### config.mk
export PLATFORM = sky130hd
export DESIGN_NAME = player_ctrl_arbiter_flat
export DESIGN_NICKNAME = d
export VERILOG_FILES = /design/src/rtl/player_ctrl_arbiter_if.sv /design/src/rtl/player_ctrl_arbiter.sv /design/src/flat_wrapper.sv
export SDC_FILE = /design/constraint.sdc
export NUM_CORES = 1
export LEC_CHECK = 0
export ABC_AREA = 1
export BUFFER_PORTS_ARGS = -buffer_cell sky130_fd_sc_hd__buf_2
export CELL_PAD_IN_SITES_DETAIL_PLACEMENT = 0
export CELL_PAD_IN_SITES_GLOBAL_PLACEMENT = 1
export CORE_UTILIZATION = 40
export DETAILED_ROUTE_END_ITERATION = 10
export PLACE_DENSITY_LB_ADDON = 0.3
export REMOVE_ABC_BUFFERS = 1
export SETUP_SLACK_MARGIN = 0.05
export SYNTH_ARGS = -nofsm -noshare
export SYNTH_HDL_FRONTEND = slang
export SYNTH_SLANG_ARGS = --single-unit
### constraint.sdc
create_clock -name clk -period 2 [get_ports clk]
set_clock_uncertainty 0.05 [all_clocks]
set_input_delay 0.3 -clock clk [delete_from_list [all_inputs] [get_ports clk]]
set_output_delay 0.3 -clock clk [all_outputs]
set_load 0.1 [all_outputs]
### src/rtl/player_ctrl_arbiter_if.sv
// Command-input and player-state bundle shared by the arbiter and whatever drives it.
// master drives the received bytes and button pulses; slave is the arbiter itself.
interface player_ctrl_arbiter_if;
  logic        bt_valid;
  logic [7:0]  bt_data;
  logic        btn_prev;
  logic        btn_next;
  logic        btn_vdn;
  logic        btn_vup;
  logic [15:0] volume;
  logic [2:0]  current;
  logic        cmd_accept;
  logic        bt_drop;
  logic        busy;

  modport master (
    output bt_valid, bt_data, btn_prev, btn_next, btn_vdn, btn_vup,
    input  volume, current, cmd_accept, bt_drop, busy
  );

  modport slave (
    input  bt_valid, bt_data, btn_prev, btn_next, btn_vdn, btn_vup,
    output volume, current, cmd_accept, bt_drop, busy
  );
endinterface

### src/rtl/player_ctrl_arbiter.sv
// Arbitrates Bluetooth command bytes (4-deep FIFO) and front-panel buttons into track/volume
// updates with a hold-off after each one. Define PLAYER_ARB_RR_EN for round-robin arbitration.
module player_ctrl_arbiter #(
  parameter int unsigned DELAY_TIME = 5000000,
  parameter int unsigned NUM_TRACKS = 5
) (
  input logic                  clk,
  input logic                  rst,
  player_ctrl_arbiter_if.slave bus
);

  localparam int unsigned     CntW      = (DELAY_TIME == 0) ? 1 : $clog2(DELAY_TIME + 1);
  localparam logic [CntW-1:0] CntMax    = CntW'(DELAY_TIME);
  localparam logic [2:0]      LastTrack = 3'(NUM_TRACKS - 1);
  // Button commands share their encoding with the pending-bit index.
  localparam logic [3:0]      CmdPrev   = 4'd0;
  localparam logic [3:0]      CmdNext   = 4'd1;
  localparam logic [3:0]      CmdVdn    = 4'd2;
  localparam logic [3:0]      CmdVup    = 4'd3;

  typedef enum logic [1:0] {StIdle, StApply, StHold} state_e;

  state_e          state_q, state_d;
  logic [CntW-1:0] cnt_q, cnt_d;
  logic            dec_hit, stage_valid_q;
  logic [3:0]      dec_cmd, stage_cmd_q, sel_cmd;
  logic [3:0]      fifo_mem_q [4];
  logic [1:0]      wr_ptr_q, rd_ptr_q, btn_idx, grant_idx_q;
  logic [2:0]      count_q, cur_q, cur_d;
  logic [7:0]      vol_q, vol_d;
  logic [3:0]      pend_q, btn_clr;
  logic            fifo_full, fifo_req, fifo_push, fifo_pop;
  logic            btn_req, pick_btn, start, grant_btn_q;

  always_comb begin
    dec_hit = 1'b1;
    dec_cmd = CmdPrev;
    if (bus.bt_data == 8'hB1)                    dec_cmd = CmdPrev;
    else if (bus.bt_data == 8'hB2)               dec_cmd = CmdNext;
    else if (bus.bt_data == 8'hB3)               dec_cmd = CmdVdn;
    else if (bus.bt_data == 8'hB4)               dec_cmd = CmdVup;
    else if (bus.bt_data < 8'(NUM_TRACKS))       dec_cmd = {1'b1, bus.bt_data[2:0]};
    else                                         dec_hit = 1'b0;
  end

  assign fifo_full  = (count_q == 3'd4);
  assign fifo_req   = (count_q != 3'd0);
  // A push into a full FIFO still lands if the head leaves in the same cycle.
  assign fifo_push  = stage_valid_q & (~fifo_full | fifo_pop);
  assign bus.bt_drop = stage_valid_q & fifo_full & ~fifo_pop;

  always_ff @(posedge clk or negedge rst) begin
    if (!rst) begin
      stage_valid_q <= 1'b0;
      stage_cmd_q   <= '0;
      wr_ptr_q      <= '0;
      rd_ptr_q      <= '0;
      count_q       <= '0;
      pend_q        <= '0;
    end else begin
      stage_valid_q <= bus.bt_valid & dec_hit;
      stage_cmd_q   <= dec_cmd;
      if (fifo_push) wr_ptr_q <= wr_ptr_q + 2'd1;
      if (fifo_pop)  rd_ptr_q <= rd_ptr_q + 2'd1;
      count_q <= count_q + 3'(fifo_push) - 3'(fifo_pop);
      pend_q  <= (pend_q | {bus.btn_vup, bus.btn_vdn, bus.btn_next, bus.btn_prev}) & ~btn_clr;
    end
  end

  always_ff @(posedge clk) begin
    if (fifo_push) fifo_mem_q[wr_ptr_q] <= stage_cmd_q;
  end

  assign btn_req = |pend_q;

  always_comb begin
    btn_idx = 2'd3;
    if (pend_q[0])      btn_idx = 2'd0;
    else if (pend_q[1]) btn_idx = 2'd1;
    else if (pend_q[2]) btn_idx = 2'd2;
  end

`ifdef PLAYER_ARB_RR_EN
  logic last_fifo_q;

  assign pick_btn = btn_req & (~fifo_req | last_fifo_q);

  always_ff @(posedge clk or negedge rst) begin
    if (!rst)       last_fifo_q <= 1'b1;
    else if (start) last_fifo_q <= ~pick_btn;
  end
`else
  assign pick_btn = btn_req;
`endif

  assign sel_cmd = pick_btn ? {2'b00, btn_idx} : fifo_mem_q[rd_ptr_q];

  always_ff @(posedge clk or negedge rst) begin
    if (!rst) begin
      state_q <= StIdle;
      cnt_q   <= '0;
    end else begin
      state_q <= state_d;
      cnt_q   <= cnt_d;
    end
  end

  always_comb begin
    state_d = state_q;
    cnt_d   = '0;
    unique case (state_q)
      StIdle:  if (btn_req | fifo_req) state_d = StApply;
      StApply: state_d = StHold;
      StHold: begin
        if (cnt_q == CntMax) state_d = StIdle;
        else                 cnt_d   = cnt_q + 1'b1;
      end
      default: state_d = StIdle;
    endcase
  end

  always_comb begin
    start          = 1'b0;
    fifo_pop       = 1'b0;
    btn_clr        = '0;
    bus.cmd_accept = 1'b0;
    bus.busy       = 1'b1;
    unique case (state_q)
      StIdle: begin
        bus.busy = 1'b0;
        start    = btn_req | fifo_req;
      end
      StApply: begin
        bus.cmd_accept = 1'b1;
        if (grant_btn_q) btn_clr[grant_idx_q] = 1'b1;
        else             fifo_pop             = 1'b1;
      end
      default: ;
    endcase
  end

  // The granted command takes effect on the IDLE->APPLY edge so it is visible with cmd_accept.
  always_comb begin
    vol_d = vol_q;
    cur_d = cur_q;
    if (start) begin
      unique case (sel_cmd)
        CmdPrev: cur_d = (cur_q == 3'd0) ? LastTrack : cur_q - 3'd1;
        CmdNext: cur_d = (cur_q == LastTrack) ? 3'd0 : cur_q + 3'd1;
        CmdVdn:  vol_d = (vol_q == 8'h00) ? vol_q : vol_q - 8'h10;
        CmdVup:  vol_d = (vol_q == 8'hF0) ? vol_q : vol_q + 8'h10;
        default: cur_d = sel_cmd[2:0];
      endcase
    end
  end

  always_ff @(posedge clk or negedge rst) begin
    if (!rst) begin
      vol_q       <= 8'h80;
      cur_q       <= '0;
      grant_btn_q <= 1'b0;
      grant_idx_q <= '0;
    end else begin
      vol_q <= vol_d;
      cur_q <= cur_d;
      if (start) begin
        grant_btn_q <= pick_btn;
        grant_idx_q <= btn_idx;
      end
    end
  end

  assign bus.volume  = {vol_q, vol_q};
  assign bus.current = cur_q;

endmodule

### src/flat_wrapper.sv
// flat-port wrapper written by rule: the top's interface ports become plain ports
module player_ctrl_arbiter_flat 
#(
  parameter int unsigned DELAY_TIME = 5000000,
  parameter int unsigned NUM_TRACKS = 5
)
  (clk, rst, bus_bt_valid, bus_bt_data, bus_btn_prev, bus_btn_next, bus_btn_vdn, bus_btn_vup, bus_volume, bus_current, bus_cmd_accept, bus_bt_drop, bus_busy);
  player_ctrl_arbiter_if bus_i ();
  input logic clk;
  input logic rst;
  input wire logic [$bits(bus_i.bt_valid)-1:0] bus_bt_valid;
  input wire logic [$bits(bus_i.bt_data)-1:0] bus_bt_data;
  input wire logic [$bits(bus_i.btn_prev)-1:0] bus_btn_prev;
  input wire logic [$bits(bus_i.btn_next)-1:0] bus_btn_next;
  input wire logic [$bits(bus_i.btn_vdn)-1:0] bus_btn_vdn;
  input wire logic [$bits(bus_i.btn_vup)-1:0] bus_btn_vup;
  output wire logic [$bits(bus_i.volume)-1:0] bus_volume;
  output wire logic [$bits(bus_i.current)-1:0] bus_current;
  output wire logic [$bits(bus_i.cmd_accept)-1:0] bus_cmd_accept;
  output wire logic [$bits(bus_i.bt_drop)-1:0] bus_bt_drop;
  output wire logic [$bits(bus_i.busy)-1:0] bus_busy;
  assign bus_i.bt_valid = bus_bt_valid;
  assign bus_i.bt_data = bus_bt_data;
  assign bus_i.btn_prev = bus_btn_prev;
  assign bus_i.btn_next = bus_btn_next;
  assign bus_i.btn_vdn = bus_btn_vdn;
  assign bus_i.btn_vup = bus_btn_vup;
  assign bus_volume = bus_i.volume;
  assign bus_current = bus_i.current;
  assign bus_cmd_accept = bus_i.cmd_accept;
  assign bus_bt_drop = bus_i.bt_drop;
  assign bus_busy = bus_i.busy;
  player_ctrl_arbiter #(.DELAY_TIME(DELAY_TIME), .NUM_TRACKS(NUM_TRACKS)) u_core (.clk(clk), .rst(rst), .bus(bus_i));
endmodule
-- Word-level counts from Yosys, hierarchy flattened
Memories as Yosys holds them, arrays and structs flattened.
Index checks and enable logic that the tools add are counted.
- register bits after elaboration: 55
- bits in writable memories: 16
- input bits: 15
- output and inout port bits: 22
- logic and storage cells: 102
- memories: 1
- add/subtract/negate cells: 9
- $lt $le $gt $ge: 3
- equality and inequality tests: 17
- mux-type cells: 36
- bitwise gates (word level): 12
- reduce and logical (&&, ||, !) cells: 12
- memories (memory ; depth ; width ; read ports ; clocked after memory_dff ; wr ports ; RTL line ; source):
    u_core.fifo_mem_q ; 4 ; 4 ; 1 ; 0 ; 1 ; player_ctrl_arbiter.sv:27 ; logic [3:0] fifo_mem_q [4];
- operators by type and width (operator ; number):
    $mux W23 ; 2
    $eq A8 B8 Y1 const B ; 5
    $mux W4 ; 8
    $add A23 B1 Y23 const B ; 1
    $eq A23 B23 Y1 const B ; 1
    $mux W8 ; 2
    $pmux W8 S2 ; 1
    $mux W1 ; 14
    $pmux W3 S3 ; 1
    $add A8 B5 Y8 const B ; 1
    $eq A4 B2 Y1 const B ; 2
    $logic_not A8 Y1 ; 1
    $lt A8 B3 Y1 const B ; 1
    $mux W2 ; 4
    $sub A8 B5 Y8 const B ; 1
    $eq A3 B3 Y1 const B ; 2
    $mux W3 ; 2
    $pmux W2 S3 ; 1
    $add A2 B1 Y2 const B ; 2
    $and A1 B1 Y1 ; 4
    $and A4 B4 Y4 ; 1
    $eq A4 B1 Y1 const B ; 1
    $logic_not A4 Y1 ; 1
    $ne A2 B1 Y1 const B ; 2
    23 further kinds ; 28

-- Logic depth before layout (Yosys ltp)
Gate-level depths: netlist of run 1.
- depth in word-level cells: 8
- depth in mapped cells: 16
- gate-level depth less buffers: 16

-- Worst setup path after synthesis of run 1
Ideal clock, no wire load.
- path kind: reg2reg
- from: register u_core.state_q[1]
- to: register u_core.count_q[2]
- library setup time: 0.129 ns
- arrival: 3.150 ns
- data required time: 1.821 ns
- path slack: -1.329 ns
- cell stages (with the launch flop): 9
- path buffers: 0
- clock period less this slack: 3.329 ns
- cell sequence: dfrtp_1 > nor2_1 > inv_1 > nor2_1 > ha_1 > inv_1 > ha_1 > fa_1 > xor2_1
- longest elaborated chain between the ends: 6
- ends and longest elaborated chain (what ; RTL line ; source):
    from (decl) ; player_ctrl_arbiter.sv:23 ; state_e state_q, state_d;
    from (signal assigned) ; player_ctrl_arbiter.sv:100 ; state_q <= StIdle;
    from (signal assigned) ; player_ctrl_arbiter.sv:103 ; state_q <= state_d;
    $eq A2 B1 Y1 (*) ; player_ctrl_arbiter.sv:128 ; unique case (state_q)
    $mux W1 (*) ; player_ctrl_arbiter.sv:128 ;
    via u_core.fifo_pop ; player_ctrl_arbiter.sv:32 ; logic fifo_full, fifo_req, fifo_push, fifo_pop;
    $or A1 B1 Y1 ; player_ctrl_arbiter.sv:49 ; assign fifo_push = stage_valid_q & (~fifo_full | fifo_pop);
    $and A1 B1 Y1 ; player_ctrl_arbiter.sv:49 ;
    $add A3 B1 Y3 ; player_ctrl_arbiter.sv:65 ; count_q <= count_q + 3'(fifo_push) - 3'(fifo_pop);
    $sub A3 B1 Y3 (*) ; player_ctrl_arbiter.sv:65 ;
    to (signal assigned) ; player_ctrl_arbiter.sv:65 ;
    to (decl) ; player_ctrl_arbiter.sv:29 ; logic [2:0] count_q, cur_q, cur_d;
The timed path passes the listed nets; every way through them passes the cells marked *.
A chain may end at the register's enable or synchronous reset.

-- Final worst setup path of run 1
- from: register u_core.rd_ptr_q[0]
- to: register u_core.vol_q[6]
- longest elaborated chain between the ends: 5
- elaborated cells on any way between the ends: 9
- those cells by class: eq/ne (4); mux (2); reduce/logical (2); memory (1)
- ends and longest elaborated chain (what ; RTL line ; source):
    from (decl) ; player_ctrl_arbiter.sv:28 ; logic [1:0] wr_ptr_q, rd_ptr_q, btn_idx, grant_idx_q;
    from (signal assigned) ; player_ctrl_arbiter.sv:64 ; if (fifo_pop) rd_ptr_q <= rd_ptr_q + 2'd1;
    $mem_v2 Z4 W4 (*) ; n/a ;
    $mux W4 (*) ; player_ctrl_arbiter.sv:96 ; assign sel_cmd = pick_btn ? {2'b00, btn_idx} : fifo_mem_q[rd_ptr_q];
    $eq A4 B2 Y1 ; player_ctrl_arbiter.sv:147 ; unique case (sel_cmd)
    $ne A2 B2 Y1 (no source line) or $reduce_bool A2 Y1 (tied branches) ; n/a ;
    $reduce_and A4 Y1 (no source line) ; n/a ;
    to (signal assigned) ; player_ctrl_arbiter.sv:164 ; vol_q <= vol_d;
    to (decl) ; player_ctrl_arbiter.sv:30 ; logic [7:0] vol_q, vol_d;
Every way passes the cells marked *; elsewhere a longest branch is shown, timed or not.

==> reports/qor.csv, run 1 <==
metric;value;unit
status;finished with violations;
violations;DRC;
cts_buffers;9;
ys_seq_area_frac;0.4721;
synthDistinctLibCells;39;
start_util;0.4208;
period_minus_slack;1.963;ns
h-tree-depth;3;
io_pins;37;
num_rows;34;
place_inst;583;
first_global_vias;2891;
p_leak;2.061;nW
die_w;98.48;um
clkSlewWorstSetupHoldPaths;0.08;ns
synth_top_cell_by_area;dfrtp_1;
clk_latency;0.34;ns
met3WireLength;143;um
dieArea;9698;um^2
crit_path_start;u_core.rd_ptr_q[0]$_DFFE_PN0P_;
dr_wl_met2;3.608;mm
met1_length;3.209;mm
peakVddDrop;776.5;uV
drv_slew;0;
synth_common_cells;83 x nand2_1, 74 x inv_1, 50 x dfrtp_1, 46 x nor2_1, 23 x nand3_1;
root_buffer;clkbuf_8;
drive_above_1_share;0.2610;
syn_to_final_growth;20.56;%
grt_pass1_wl;12.49;mm
async_flop_share;0.7612;
grt_max_degree;52;
synth-main-ff-cell;dfrtp_1;
syn_area;3724;um^2
synthCells;441;
hpwl;5.139;mm
crit_arrival;2.15;ns
fin_cells;610;
combPwrFrac;0.484;
drt_iter0_drc;64;
p_switching;2.845;mW
hp-class;in2reg;
cap_violations;0;
startpoint_type;flip-flop;
ys_warn_count;0;
io_buffer_count;28;
synth_edf_count;16;
cp.required;2.19;ns
routedWlPerCell;11.62;um
seqPwrFrac;0.320;
r2r_setup_slack;0.04;ns
finalHoldViolations;0;
via_per_inst;4.713;
criticalPathCategory;reg2reg;
place_congestion;0.8275;
r2r-start;u_core.rd_ptr_q[0]$_DFFE_PN0P_;
power.density;1306;nW/um^2
antenna_cells;0;
path_max_fanout;8;
chipHeight;98.48;um
yosysMostFrequentCell;nand2_1;
drt_first_pass_iters;9;
antenna_found_initial;0;
timing.rr.end;u_core.vol_q[6]$_DFFE_PN0P_;
r2r.worst_path.cells;14;
multi_input_area;1728;um^2
cts_tree;done;
clock_power_share;0.195;
critPathCapture;u_core.vol_q[6]$_DFFE_PN0P_;
clockBufferDepth;2;
rsz0062_at_grt;true;
ant_nets;0;
track_usage;0.1633;
synth.ff_latch_count;67;
grt_overflow_total;0;
finalCritPeriodShare;0.9817;
core;8848;um^2
setup_viol;0;
fin_hold_ws;0.1351;ns
fillCellCount;871;
fmax;0.5093;GHz
intPower;3.019;mW
cp-end-kind;flip-flop;
highest_layer;met4;
cts.sinks;67;
switching_share;0.4851;
remaining_drc_errors;1;
wirelength;7.087;mm
synthesis.area_per_instance;8.443;um^2
synth.top_cell.area_share;0.3360;
synth_area_leaders;dfrtp_1 34%, edfxtp_1 13%, nand2_1 8.4%;
register_area;1758;um^2
dr_total_vias;2875;
final_nets;526;
## how the worst min path moves through the flow
stage / start / to / slack [ns] / depth (start not counted)
detailed placement: rst / u_core.bus.current[2]$_DFFE_PN0P_ / 0.27 / 2
CTS: bus_bt_valid / u_core.stage_valid_q$_DFF_PN0_ / 0.11 / 2
floorplan: rst / u_core.bus.current[0]$_DFFE_PN0P_ / -0.05 / 0
global route: bus_bt_valid / u_core.stage_valid_q$_DFF_PN0_ / 0.13 / 2
finish: bus_bt_valid / u_core.stage_valid_q$_DFF_PN0_ / 0.14 / 2
global placement: rst / u_core.bus.current[2]$_DFFE_PN0P_ / 0.27 / 2
## per-stage QoR
step / area [um^2] / setup TNS (ns) / power, mW / setup WS, ns / util
final: 4489 / 0 / 5.865 / 0.03658 / 0.5074
after global routing: 4489 / -0.2056 / 6.272 / -0.1122 / 0.5074
after CTS: 4324 / 0 / 5.735 / 0.03800 / 0.4887
after detailed placement: 4044 / -0.05937 / 4.469 / -0.03778 / 0.4570
after global placement: 4044 / -0.01073 / 4.443 / -0.01073 / 0.4570
after floorplan: 3643 / -25.95 / 3.899 / -1.329 / -
## logic make-up (layout without fill, tap and decap cells)
kind of cell             Yosys count  count (layout)  synth area share
adder cells (fa/ha/maj)           14              14           0.04906
AO/OA/AOI/OAI                     39              39           0.05780
other                              1               8          0.001007
AND/OR/NAND/NOR                  211             211            0.2755
buffers and inverters             94             148            0.1092
XOR/XNOR                          15              15           0.03528
flip-flops                        67              67            0.4721
## metal layers
layer | GRT usage | up-vias
met1 | 0.1991 | 1344
met4 | 0.07922 | 0
met3 | 0.03262 | 10
met5 | 0 | -
li1 | - | 1493
met2 | 0.2779 | 28
## sequential cells by signal, indices dropped and copies added (netlist names), 2 cells and up
register / count
u_core.count_q: 3
u_core.bus.current: 3
u_core.stage_cmd_q: 4
u_core.vol_q: 4
u_core.state_q: 2
u_core.pend_q: 4
u_core.wr_ptr_q: 2
u_core.fifo_mem_q: 16
u_core.grant_idx_q: 2
u_core.cnt_q: 23
u_core.rd_ptr_q: 2
## worst max-delay path: stages, from the launching register on
cell and delay [ns]:
dfrtp_1 0.43, inv_2 0.14, nand2_1 0.08, nand3_1 0.12
nand3_4 0.09, nand2_4 0.10, inv_4 0.04, nand3_4 0.10
nand2_2 0.07, nand2_1 0.07, inv_1 0.04, ha_2 0.16
a21oi_2 0.12, xor2_1 0.16, o21ai_1 0.08
## power groups by stage
stage,Sequential (mW),Clock (mW),Combinational [mW]
after floorplan,2.58,0,1.32
after global placement,1.86,0,2.59
after detailed placement,1.87,0,2.60
after CTS,1.85,1.18,2.70
after global routing,1.92,1.23,3.12
final,1.88,1.14,2.84
## cell usage in the layout, fill, tap and decap left out, types with 5 or more instances in the layout
| cell type | Yosys | routed |
|---|---|---|
| nand2_1 | 83 | 75 |
| inv_1 | 74 | 68 |
| dfrtp_1 | 50 | 50 |
| nor2_1 | 46 | 43 |
| buf_2 | 1 | 27 |
| buf_4 | 12 | 19 |
| nand3_1 | 23 | 17 |
| edfxtp_1 | 16 | 16 |
| a21oi_1 | 16 | 15 |
| nor3_1 | 15 | 14 |
| o21ai_0 | 13 | 13 |
| xor2_1 | 12 | 12 |
| nand2_2 | 5 | 11 |
| inv_2 | 6 | 10 |
| ha_1 | 13 | 10 |
| clkbuf_8 | 0 | 9 |
| nand3_2 | 5 | 8 |
| nor2_2 | 7 | 8 |
| nand4_1 | 8 | 8 |
| conb_1 | 1 | 8 |
| nor2_4 | 4 | 6 |
| nor4_1 | 5 | 5 |
## final cells by class
class / instances / share of cell area
Sequential cell: 67 / 0.3916
Multi-Input combinational cell: 287 / 0.3849
Timing Repair Buffer: 52 / 0.08055
Inverter: 80 / 0.06800
Tap cell: 108 / 0.03010
Clock buffer: 9 / 0.02759
Clock inverter: 7 / 0.01728
## timing repair
item,in CTS,in global routing
endpoints found under the hold margin,50,0
resized for setup,9,33
setup buffers,3,6
hold buffers,1,0
gates cloned,1,0
setup endpoints to repair,3,11
pin swaps,5,23
(Power assumes the default switching activity.)
==> inputs of run 2 (changes only) <==
- CORE_UTILIZATION: 40 -> 42
- CTS_BUF_LIST: unset -> sky130_fd_sc_hd__clkbuf_8
==> run 2 against run 1 <==
  * The flow now finishes without violations
  * Via count up 1.2%
  * Flip-flop and latch count unchanged
  * Power fell by 0.86%
  * Die area down 4.7%
  * Clock power about the same
  * Count of clock-buffer cells in the layout is the same
  * Critical endpoint unchanged
  * Largest power group unchanged
  * Highest routed layer unchanged
==> reports/qor.csv, run 2 (synthesis gave the netlist of run 1 again) <==
metric;value;unit
cap_violations;0;
setup_viol;0;
crit_path_start;u_core.pend_q[0]$_DFF_PN0_;
via_per_inst;4.769;
p_leak;2.056;nW
power.density;1302;nW/um^2
hpwl;5.239;mm
start_util;0.4442;
drive_above_1_share;0.2594;
rsz0062_at_grt;true;
dieArea;9246;um^2
clockBufferDepth;2;
final_cell_mix;77 x nand2_1, 68 x inv_1, 50 x dfrtp_1;
top_regs;u_core.cnt_q (23), u_core.fifo_mem_q (16);
place_congestion;0.8104;
grt_pass1_wl;12.10;mm
finalCritPeriodShare;0.9954;
finalHoldViolations;0;
final_common_cell;nand2_1;
largest_reg_flops;23;
r2r_setup_slack;0.009;ns
grt_max_degree;52;
met1_length;3.318;mm
final_area;4466;um^2
cp.required;2.18;ns
grt_overflow_total;0;
postLayoutCoreUtil;0.5328;
crit_arrival;2.17;ns
criticalPathCategory;reg2reg;
num_rows;33;
drt_first_pass_iters;4;
h-tree-depth;3;
syn_to_final_growth;19.93;%
antenna_found_initial;0;
routedWlPerCell;11.85;um
cp-end-kind;flip-flop;
path_max_fanout;5;
io_buffer_count;28;
clk_latency;0.34;ns
drv_slew;0;
wirelength;7.226;mm
critPathCapture;u_core.vol_q[6]$_DFFE_PN0P_;
first_global_vias;2796;
die_w;96.16;um
cts_tree;done;
r2r.worst_path.cells;14;
remaining_drc_errors;0;
period_minus_slack;1.991;ns
highest_layer;met4;
ant_nets;0;
hp-class;in2reg;
cts_buffers;9;
dr_wl_met2;3.603;mm
antenna_cells;0;
chipHeight;96.16;um
fmax;0.5023;GHz
startpoint_type;flip-flop;
met3WireLength;179;um
final_nets;529;
placed_area;4040;um^2
cts.sinks;67;
top_register;u_core.cnt_q;
hp-start;bus_bt_valid;
io_pins;37;
drt_iter0_drc;65;
core;8382;um^2
peakVddDrop;746.4;uV
r2r-start;u_core.pend_q[0]$_DFF_PN0_;
clkSlewWorstSetupHoldPaths;0.08;ns
root_buffer;clkbuf_8;
track_usage;0.1736;
timing.rr.end;u_core.vol_q[6]$_DFFE_PN0P_;
dr_total_vias;2909;
status;complete, no violations;
-- run 2: cell types whose count changed in the layout (fill, tap and decap cells not counted), moves of 2 or more --
| cell | change |
|---|---|
| clkinv_4 | -2 |
| buf_4 | +4 |
| nor2_2 | +2 |
| nand2_1 | +2 |
| nor2_1 | -2 |
| nand3_1 | +3 |
| nand3_4 | -2 |
-- run 2: critical path, stage by stage (launching register included) --
cell	delay, ns
dfrtp_1	0.41
nor2_2	0.17
nand2_2	0.10
inv_2	0.10
nand3_2	0.09
nand2_4	0.11
inv_4	0.04
nand3_4	0.09
nand2_2	0.07
nand2_1	0.07
inv_1	0.04
ha_2	0.16
a21oi_2	0.12
xor2_1	0.18
o21ai_1	0.09
-- run 2: worst min-delay path by stage --
stage / to / depth (start not counted)
detailed placement: u_core.bus.current[2]$_DFFE_PN0P_ / 2
finish: u_core.stage_valid_q$_DFF_PN0_ / 2
CTS: u_core.stage_valid_q$_DFF_PN0_ / 2
floorplan: u_core.bus.current[0]$_DFFE_PN0P_ / 0
global route: u_core.stage_valid_q$_DFF_PN0_ / 2
global placement: u_core.bus.current[2]$_DFFE_PN0P_ / 2
-- run 2: metrics by stage --
step / power [mW] / setup TNS, ns / setup slack, ns / hold slack, ns / instances
6_report: 5.814 / 0 / 0.009232 / 0.1330 / 610
3_5_place_dp: 4.473 / -0.08474 / -0.06247 / 0.2727 / 580
3_3_place_gp: 4.435 / -0.002044 / -0.002044 / 0.2732 / 580
4_1_cts: 5.710 / 0 / 0.03159 / 0.1185 / 602
2_1_floorplan: 3.899 / -25.95 / -1.329 / -0.04559 / 434
5_1_grt: 6.215 / -0.4214 / -0.1125 / 0.1171 / 610
-- run 2: area by class of cell --
class | instances | area (um^2)
clock inverters | 7 | 76.32
inverters | 80 | 302.8
clock buffers | 9 | 123.9
well taps | 105 | 131.4
flip-flops and latches | 67 | 1758
multi-input cells | 287 | 1693
repair buffers | 55 | 380.4
fillers | 781 | 3916
-- run 2: timing repair --
action | CTS | global route
hold buffers | 1 | 0
pin swaps | 4 | 13
resized for setup | 11 | 24
cloned | 0 | 1
setup endpoints to repair | 3 | 19
buffers inserted | 5 | 7
hold endpoints to repair | 50 | 0
-- run 2: routing by layer --
metal,track usage,vias up
li1,-,1506
met1,0.2100,1354
met2,0.3038,39
met3,0.02844,10
met4,0.07463,0
met5,0,-
-- run 2: where the power goes --
part	total (mW)	internal, mW	switching, mW
combinational	2.79	0.790	1.99
sequential	1.87	1.62	0.252
clock	1.16	0.584	0.571
